**config.mk**
```make
export PLATFORM = sky130hd
export DESIGN_NAME = dsa_cmd_bridge
export DESIGN_NICKNAME = d
export VERILOG_FILES = /design/src/rtl/dsa_cmd_pkg.sv /design/src/rtl/dsa_cmd_addr_ptr.sv /design/src/rtl/dsa_cmd_bridge.sv
export SDC_FILE = /design/constraint.sdc
export NUM_CORES = 1
export LEC_CHECK = 0
export CAP_MARGIN = 20
export CORE_ASPECT_RATIO = 1.4
export CORE_MARGIN = 4
export CORE_UTILIZATION = 49
export DETAILED_ROUTE_END_ITERATION = 8
export HOLD_SLACK_MARGIN = 0.1
export PLACE_DENSITY = 0.79
export SLEW_MARGIN = 20
export SYNTH_ARGS = -nofsm -noshare
export SYNTH_HDL_FRONTEND = slang
export SYNTH_SLANG_ARGS = --single-unit
```
**constraint.sdc**
```tcl
create_clock -name clk -period 2.19 [get_ports clk]
set_input_delay 0.219 -clock clk [delete_from_list [all_inputs] [get_ports clk]]
set_output_delay 0.219 -clock clk [all_outputs]
set_load 0.03 [all_outputs]
```
**src/rtl/dsa_cmd_pkg.sv**
```systemverilog
// ============================================================================
//  Module   : dsa_cmd_pkg
//  Brief    : Shared types, field geometry and error-bit indices for the
//             DSA command bridge.
//  Revision : 1.0 - initial release
// ============================================================================
`default_nettype none

package dsa_cmd_pkg;

    localparam int REG_ADDR_W = 4;
    localparam int CMD_TYPE_W = 4;
    localparam int HDR_W      = REG_ADDR_W + CMD_TYPE_W;
    localparam int ERR_W      = 4;

    localparam int ERR_BAD_CMD   = 0;
    localparam int ERR_DROPPED   = 1;
    localparam int ERR_TIMEOUT   = 2;
    localparam int ERR_ADDR_WRAP = 3;

    typedef enum logic [CMD_TYPE_W-1:0] {
        CMD_NOP       = 4'd0,
        CMD_WRITE_REG = 4'd1,
        CMD_READ_REG  = 4'd2,
        CMD_WRITE_MEM = 4'd3,
        CMD_READ_MEM  = 4'd4,
        CMD_SET_ADDR  = 4'd5,
        CMD_CLR_ERR   = 4'd6
    } cmd_type_t;

    typedef logic [1:0] state_t;
    localparam state_t ST_IDLE    = 2'd0;
    localparam state_t ST_RD_REG  = 2'd1;
    localparam state_t ST_MEM_REQ = 2'd2;
    localparam state_t ST_MEM_RD  = 2'd3;

    function automatic logic is_mem_cmd(input logic [CMD_TYPE_W-1:0] t);
        return (t == CMD_WRITE_MEM) || (t == CMD_READ_MEM);
    endfunction

endpackage

`default_nettype wire

```
**src/rtl/dsa_cmd_addr_ptr.sv**
```systemverilog
// ============================================================================
//  Module   : dsa_cmd_addr_ptr
//  Brief    : Memory address pointer with payload shift-load, post-handshake
//             increment and wrap at MEM_DEPTH-1.
//  Revision : 1.0 - initial release
// ============================================================================
`default_nettype none

module dsa_cmd_addr_ptr #(
    parameter int ADDR_W    = 18,
    parameter int PAY_W     = 8,
    parameter int MEM_DEPTH = 262144
) (
    input  logic              clk,
    input  logic              rst,
    input  logic              i_load,
    input  logic [PAY_W-1:0]  i_load_data,
    input  logic              i_inc,
    output logic [ADDR_W-1:0] o_ptr,
    output logic              o_wrap
);

    localparam logic [ADDR_W-1:0] c_last = ADDR_W'(MEM_DEPTH - 1);

    logic [ADDR_W-1:0] r_ptr;
    logic              w_at_last;

    assign w_at_last = (r_ptr == c_last);
    assign o_wrap    = i_inc && w_at_last;
    assign o_ptr     = r_ptr;

    // Load and increment come from disjoint FSM states, so never coincide.
    always_ff @(posedge clk) begin
        if (rst) begin
            r_ptr <= '0;
        end else if (i_load) begin
            r_ptr <= {r_ptr[ADDR_W-PAY_W-1:0], i_load_data};
        end else if (i_inc) begin
            r_ptr <= w_at_last ? '0 : r_ptr + ADDR_W'(1);
        end
    end

endmodule

`default_nettype wire

```
**src/rtl/dsa_cmd_bridge.sv**
```systemverilog
// ============================================================================
//  Module   : dsa_cmd_bridge
//  Brief    : VJTAG command-word decoder driving DSA registers, a memory
//             port with timeout, control pulses and sticky error flags.
//  Revision : 1.0 - initial release
// ============================================================================
`default_nettype none

module dsa_cmd_bridge
    import dsa_cmd_pkg::*;
#(
    parameter int   CMD_W     = 16,
    parameter int   ADDR_W    = 18,
    parameter int   MEM_DEPTH = 262144,
    parameter int   TIMEOUT   = 1023,
    localparam int  PAY_W     = CMD_W - HDR_W
) (
    input  logic                  clk,
    input  logic                  rst,
    input  logic                  cmd_valid,
    input  logic [CMD_W-1:0]      cmd_word,
    output logic                  cmd_ready,
    output logic                  reg_wr_en,
    output logic [REG_ADDR_W-1:0] reg_addr,
    output logic [PAY_W-1:0]      reg_wdata,
    input  logic [PAY_W-1:0]      reg_rdata,
    output logic                  start_pulse,
    output logic                  mem_req,
    output logic                  mem_we,
    output logic [ADDR_W-1:0]     mem_addr,
    output logic [PAY_W-1:0]      mem_wdata,
    input  logic                  mem_ready,
    input  logic                  mem_rvalid,
    input  logic [PAY_W-1:0]      mem_rdata,
    output logic                  resp_valid,
    output logic [PAY_W-1:0]      resp_data,
    output logic [ERR_W-1:0]      err_flags
);

    localparam int TMR_W = $clog2(TIMEOUT + 1);
    localparam logic [TMR_W-1:0] c_tmr_last = TMR_W'(TIMEOUT - 1);

    state_t                r_state;
    state_t                w_state_next;
    logic [TMR_W-1:0]      r_timer;
    logic [ERR_W-1:0]      r_err;
    logic [ERR_W-1:0]      w_err_set;
    logic                  r_reg_wr_en;
    logic [REG_ADDR_W-1:0] r_reg_addr;
    logic [PAY_W-1:0]      r_reg_wdata;
    logic                  r_start;
    logic                  r_mem_req;
    logic                  r_mem_we;
    logic [ADDR_W-1:0]     r_mem_addr;
    logic [PAY_W-1:0]      r_mem_wdata;
    logic                  r_resp_valid;
    logic [PAY_W-1:0]      r_resp_data;

    logic [REG_ADDR_W-1:0] w_reg_field;
    logic [CMD_TYPE_W-1:0] w_type;
    logic [PAY_W-1:0]      w_payload;
    logic                  w_accept;
    logic                  w_do_wreg;
    logic                  w_do_rreg;
    logic                  w_do_mem;
    logic                  w_do_setaddr;
    logic                  w_do_clr;
    logic                  w_bad;
    logic                  w_handshake;
    logic                  w_waiting;
    logic                  w_timeout;
    logic                  w_rd_capture;
    logic [ADDR_W-1:0]     w_ptr;
    logic                  w_wrap;

    assign w_reg_field = cmd_word[CMD_W-1 -: REG_ADDR_W];
    assign w_type      = cmd_word[CMD_W-REG_ADDR_W-1 -: CMD_TYPE_W];
    assign w_payload   = cmd_word[PAY_W-1:0];
    assign w_accept    = cmd_valid && (r_state == ST_IDLE);

    dsa_cmd_addr_ptr #(
        .ADDR_W    (ADDR_W),
        .PAY_W     (PAY_W),
        .MEM_DEPTH (MEM_DEPTH)
    ) u_addr_ptr (
        .clk         (clk),
        .rst         (rst),
        .i_load      (w_do_setaddr),
        .i_load_data (w_payload),
        .i_inc       (w_handshake),
        .o_ptr       (w_ptr),
        .o_wrap      (w_wrap)
    );

    always_ff @(posedge clk) begin
        if (rst) begin
            r_state <= ST_IDLE;
        end else begin
            r_state <= w_state_next;
        end
    end

    always_comb begin
        w_state_next = r_state;
        case (r_state)
            ST_IDLE: begin
                if (w_do_rreg) begin
                    w_state_next = ST_RD_REG;
                end else if (w_do_mem) begin
                    w_state_next = ST_MEM_REQ;
                end
            end
            ST_RD_REG: w_state_next = ST_IDLE;
            ST_MEM_REQ: begin
                if (mem_ready) begin
                    w_state_next = (r_mem_we || mem_rvalid) ? ST_IDLE : ST_MEM_RD;
                end else if (w_timeout) begin
                    w_state_next = ST_IDLE;
                end
            end
            ST_MEM_RD: begin
                if (mem_rvalid || w_timeout) begin
                    w_state_next = ST_IDLE;
                end
            end
            default: w_state_next = ST_IDLE;
        endcase
    end

    always_comb begin
        w_do_wreg    = 1'b0;
        w_do_rreg    = 1'b0;
        w_do_mem     = 1'b0;
        w_do_setaddr = 1'b0;
        w_do_clr     = 1'b0;
        w_bad        = 1'b0;
        if (w_accept) begin
            case (w_type)
                CMD_NOP:       begin end
                CMD_WRITE_REG: w_do_wreg    = 1'b1;
                CMD_READ_REG:  w_do_rreg    = 1'b1;
                CMD_WRITE_MEM,
                CMD_READ_MEM:  w_do_mem     = is_mem_cmd(w_type);
                CMD_SET_ADDR:  w_do_setaddr = 1'b1;
                CMD_CLR_ERR:   w_do_clr     = 1'b1;
                default:       w_bad        = 1'b1;
            endcase
        end
        w_handshake  = (r_state == ST_MEM_REQ) && mem_ready;
        w_waiting    = ((r_state == ST_MEM_REQ) && !mem_ready) ||
                       ((r_state == ST_MEM_RD)  && !mem_rvalid);
        w_timeout    = w_waiting && (r_timer == c_tmr_last);
        w_rd_capture = (w_handshake && !r_mem_we && mem_rvalid) ||
                       ((r_state == ST_MEM_RD) && mem_rvalid);
        w_err_set                = '0;
        w_err_set[ERR_BAD_CMD]   = w_bad;
        w_err_set[ERR_DROPPED]   = cmd_valid && (r_state != ST_IDLE);
        w_err_set[ERR_TIMEOUT]   = w_timeout;
        w_err_set[ERR_ADDR_WRAP] = w_wrap;
    end

    // Any state change restarts the wait count, covering MEM_REQ -> MEM_RD.
    always_ff @(posedge clk) begin
        if (rst || (w_state_next != r_state)) begin
            r_timer <= '0;
        end else if (w_waiting) begin
            r_timer <= r_timer + TMR_W'(1);
        end
    end

    always_ff @(posedge clk) begin
        if (rst) begin
            r_reg_wr_en  <= 1'b0;
            r_reg_addr   <= '0;
            r_reg_wdata  <= '0;
            r_start      <= 1'b0;
            r_mem_req    <= 1'b0;
            r_mem_we     <= 1'b0;
            r_mem_addr   <= '0;
            r_mem_wdata  <= '0;
            r_resp_valid <= 1'b0;
            r_resp_data  <= '0;
            r_err        <= '0;
        end else begin
            r_reg_wr_en  <= w_do_wreg;
            r_start      <= w_do_wreg && (w_reg_field == '0) && w_payload[0];
            r_resp_valid <= 1'b0;
            if (w_do_wreg || w_do_rreg) begin
                r_reg_addr <= w_reg_field;
            end
            if (w_do_wreg) begin
                r_reg_wdata <= w_payload;
            end
            if (w_do_mem) begin
                r_mem_req  <= 1'b1;
                r_mem_we   <= (w_type == CMD_WRITE_MEM);
                r_mem_addr <= w_ptr;
                if (w_type == CMD_WRITE_MEM) begin
                    r_mem_wdata <= w_payload;
                end
            end else if (w_handshake || ((r_state == ST_MEM_REQ) && w_timeout)) begin
                r_mem_req <= 1'b0;
            end
            if (r_state == ST_RD_REG) begin
                r_resp_data  <= reg_rdata;
                r_resp_valid <= 1'b1;
            end else if (w_rd_capture) begin
                r_resp_data  <= mem_rdata;
                r_resp_valid <= 1'b1;
            end else if (w_timeout && !r_mem_we) begin
                r_resp_data  <= '1;
                r_resp_valid <= 1'b1;
            end
            // Clearing takes priority over any flag raised in the same cycle.
            if (w_do_clr) begin
                r_err <= '0;
            end else begin
                r_err <= r_err | w_err_set;
            end
        end
    end

    assign cmd_ready   = (r_state == ST_IDLE);
    assign reg_wr_en   = r_reg_wr_en;
    assign reg_addr    = r_reg_addr;
    assign reg_wdata   = r_reg_wdata;
    assign start_pulse = r_start;
    assign mem_req     = r_mem_req;
    assign mem_we      = r_mem_we;
    assign mem_addr    = r_mem_addr;
    assign mem_wdata   = r_mem_wdata;
    assign resp_valid  = r_resp_valid;
    assign resp_data   = r_resp_data;
    assign err_flags   = r_err;

endmodule

`default_nettype wire

```
==> metrics.md <==
| Metric | Value |
|---|---|
| Mapped Nets | `460` |
| Total of max-cap violations | `0` |
| Post-layout util | `0.691` |
| Finish-stage setup viols | `0` |
| R2R depth | `6` |
| Cell breakdown of the critical path | `buf_4 > nor2_1 > clkdlybuf4s50_1` |
| Routability-driven placement congestion ratio | `0.892` |
| Endpoint arrival time on the critical path | `roughly 1.7 ns` |
| Relative area change from synthesis to final layout | `34.7%` |
| Total clock buffers created by CTS | `9` |
| Final sum of negative setup slack | `0 ns` |
| Highest clock rate | `slightly above 0.5 GHz` |
| Number of H-tree levels | `3` |
| Ys Warns | `0` |
| Final period utilization | `0.891` |
| Diodes inserted | `0` |
| Static leakage | `roughly 2.0 nW` |
| Largest fanout of any net on the critical path | `11` |
| Die extent in x | `82.6 um` |
| Number of buffer cells added on primary ports | `between 90 and 100` |
| Clock transition at path regs | `0.08 ns` |
| Buffer cell driving the clock tree root | `sky130_fd_sc_hd__clkbuf_8` |
| Kind of capture point of the worst setup path | `output port` |
| Final count of hold timing violations | `0` |
| Post-synth EDFFs | `0` |
| Buffers & Inverters on Critical Path | `2` |
| Core Box Area | `between 7000 and 8000 um2` |
| Maximum clock insertion buffer count | `2` |
| Total stage count of the critical path | `3` |
| Number of DRC markers after the initial detailed-route iteration | `127` |
| Critical Setup Path Class | `reg -> out` |
| Dominant delay contributor by cell family on the critical path | `buffers and inverters` |
| Final worst clock skew | `between 0.008 and 0.009 ns` |
| Yosys cell types | `50` |
| Part of the Yosys area used for sequential elements | `0.445` |
| Power Density | `roughly 600 nW/um2` |
| Required time of the critical path | `between 1.5 and 2 ns` |
| First drt pass iteration count | `4` |
| Worst IR drop on VDD | `roughly 530 uV` |
| Global-route usage over all layers | `0.215` |
| Post-CTS setup buffers | `0` |
| Total congestion overflow after global routing | `0` |
| Avg Vias per Cell | `between 5 and 6` |
| Height of the die | `roughly 110 um` |
| DPL Wire Length | `7010 um` |
| Cell accounting for the most synthesized area | `sky130_fd_sc_hd__dfxtp_1` |
| Path class of the lowest-slack min-delay path | `in -> reg` |
| Global-route wire length before repair | `around 16000 um` |
| Commonest cells in the synthesized netlist | `88 x sky130_fd_sc_hd__nor2_1, 85 x sky130_fd_sc_hd__dfxtp_1, 39 x sky130_fd_sc_hd__mux2i_1` |
| Sort of element at the start of the critical path | `flip-flop` |
| Post-synth design cell area | `3820 um2` |
| Top cells by area in the synthesized netlist | `sky130_fd_sc_hd__dfxtp_1 45%, sky130_fd_sc_hd__mux2i_1 10%, sky130_fd_sc_hd__nor2_1 8.6%` |
| Mean Syn Cell Area | `9.10 um2` |
| Register Area | `1700 um2` |
| Worst rel slew slack | `0.634` |
| Least-Margin Pin Slew | `0.549 ns` |
| Wire per inst | `around 15 um` |
| Standard-cell row count | `37` |
| Primary flip-flop cell chosen by synthesis mapping | `sky130_fd_sc_hd__dfxtp_1` |
| Worst path slowest cell | `sky130_fd_sc_hd__clkdlybuf4s50_1` |
| Effective utilization at floorplan | `0.513` |
| Detailed-route via count | `between 3000 and 4000` |
| Hold_buf cts | `0` |
| Number of cells on the worst hold path | `2` |
| Detail Route Antenna Nets | `0` |
| Proportion of netlist area held by the largest area contributor | `0.445` |
| Later-pin clock latency in the skew report | `around 0.37 ns` |
| Clock Sinks | `85` |
| FFs w/ async S/R, synth | `0` |
| Leading cell type by number of instances after synthesis | `sky130_fd_sc_hd__nor2_1` |
| Result of the run | `complete, no violations` |
| Clock tree from TritonCTS | `built` |
| Number of DRC violations after detailed routing | `0` |
| Number of synthesized register bits | `85` |
| Layout cells sized above 1 | `0.129` |
| Maximum number of pins on one net before global-route repair | `23` |
| Post-Route WL | `9520 um` |
| Final Critical Period | `1.95 ns` |
| Post-Synthesis Cells | `420` |
| Max Slew Vio Count | `0` |
| Vias in the first global route | `3451` |
| Total die area | `a little over 9000 um2` |
| Antenna violations before repair | `0` |
| Fillers | `approximately 600` |
| Area of the multi-input gates | `roughly 2000 um2` |
| Number of nets in the layout | `approximately 560` |
| Crit path largest cell delay | `between 0.6 and 0.7 ns` |
| RSZ-0062 raised after global routing | `no` |
| Io pins | `93` |
## sequential cells by signal, summed over array words and instances, names as in the netlist
| register | flops |
|---|---|
| reg_addr | 4 |
| mem_we | 1 |
| mem_addr | 18 |
| mem_wdata | 8 |
| u_addr_ptr.o_ptr | 18 |
| start_pulse | 1 |
| reg_wdata | 8 |
| resp_valid | 1 |
| r_timer | 10 |
| err_flags | 4 |
| reg_wr_en | 1 |
| resp_data | 8 |
| r_state | 2 |
| mem_req | 1 |
## cells in the final DEF, fill, tap and decap left out, types with 7 or more instances in the layout
cell type,n
sky130_fd_sc_hd__buf_4,23
sky130_fd_sc_hd__nor3_2,7
sky130_fd_sc_hd__mux2i_1,39
sky130_fd_sc_hd__nor2b_1,8
sky130_fd_sc_hd__clkbuf_8,10
sky130_fd_sc_hd__o221a_2,8
sky130_fd_sc_hd__o21ai_0,9
sky130_fd_sc_hd__nand2_1,27
sky130_fd_sc_hd__clkdlybuf4s50_1,91
sky130_fd_sc_hd__xor2_1,7
sky130_fd_sc_hd__o21ai_1,7
sky130_fd_sc_hd__xnor2_1,16
sky130_fd_sc_hd__nor2_1,88
sky130_fd_sc_hd__nand3_1,17
sky130_fd_sc_hd__dfxtp_1,85
sky130_fd_sc_hd__a21oi_1,8
## layout make-up
type | instances | area share
well taps | 97 | 0.0236
repair buffers | 115 | 0.211
clock inverters | 5 | 0.0146
clock buffers | 10 | 0.0267
inverters | 5 | 0.00365
flip-flops and latches | 85 | 0.331
multi-input cells | 308 | 0.389
## report_power, final
part | internal, mW | switching [mW] | leakage (nW)
Clock | 0.661 | 0.541 | 0.112
Combinational | 0.140 | 0.145 | 1.16
Sequential | 1.56 | 0.0153 | 0.686
Total | 2.36 | 0.701 | 1.96
## worst register-to-register path: stages, from the launching register on
cell	delay, ns
sky130_fd_sc_hd__dfxtp_1	0.46
sky130_fd_sc_hd__ha_1	0.22
sky130_fd_sc_hd__nand3_1	0.18
sky130_fd_sc_hd__nor2_1	0.26
sky130_fd_sc_hd__nand3_1	0.13
sky130_fd_sc_hd__o21ai_2	0.38
sky130_fd_sc_hd__o21ai_0	0.15
## final timing paths
kind | start | to | slack, ns
max reg2reg | u_addr_ptr.o_ptr[1] | u_addr_ptr.o_ptr[11] | 0.28
max | r_state[1] | cmd_ready | 0.24
min | rst | mem_addr[2] | 0.26
min reg2reg | err_flags[1] | err_flags[1] | 0.47
## stage by stage
stage	worst slack [ns]	instances	hold slack, ns	total power, mW	instance area, um2
2_1_floorplan	0.504	420	0.289	1.75	3820
3_3_place_gp	0.130	610	0.450	1.90	4930
3_5_place_dp	-0.0294	610	0.463	1.90	4930
4_1_cts	0.120	625	0.260	3.09	5140
5_1_grt	0.120	625	0.284	3.18	5150
6_report	0.238	625	0.264	3.07	5150
## layer usage
layer / GRT usage / wire [um] / vias up
li1: - / - / 1670
met1: 0.252 / 4010 / 1583
met2: 0.365 / 4770 / 95
met3: 0.0674 / 602 / 12
met4: 0.0687 / 143 / 0
met5: 0 / 0 / -
## logic make-up (layout without fill, tap and decap cells)
group	count (synthesis)	in the layout	synth area share
compound gates	59	59	0.112
xor+xnor	23	23	0.0527
fa+ha+maj	3	3	0.00982
buf+inv	27	135	0.0331
flops	85	85	0.445
mux	39	39	0.102
simple gates	184	184	0.245
## what timing repair did
action	4_1_cts	5_1_grt
setup endpoints to repair	0	1
hold endpoints to repair	0	0
gates resized for setup	0	1
Note: power is estimated with default switching activity, not from simulation.
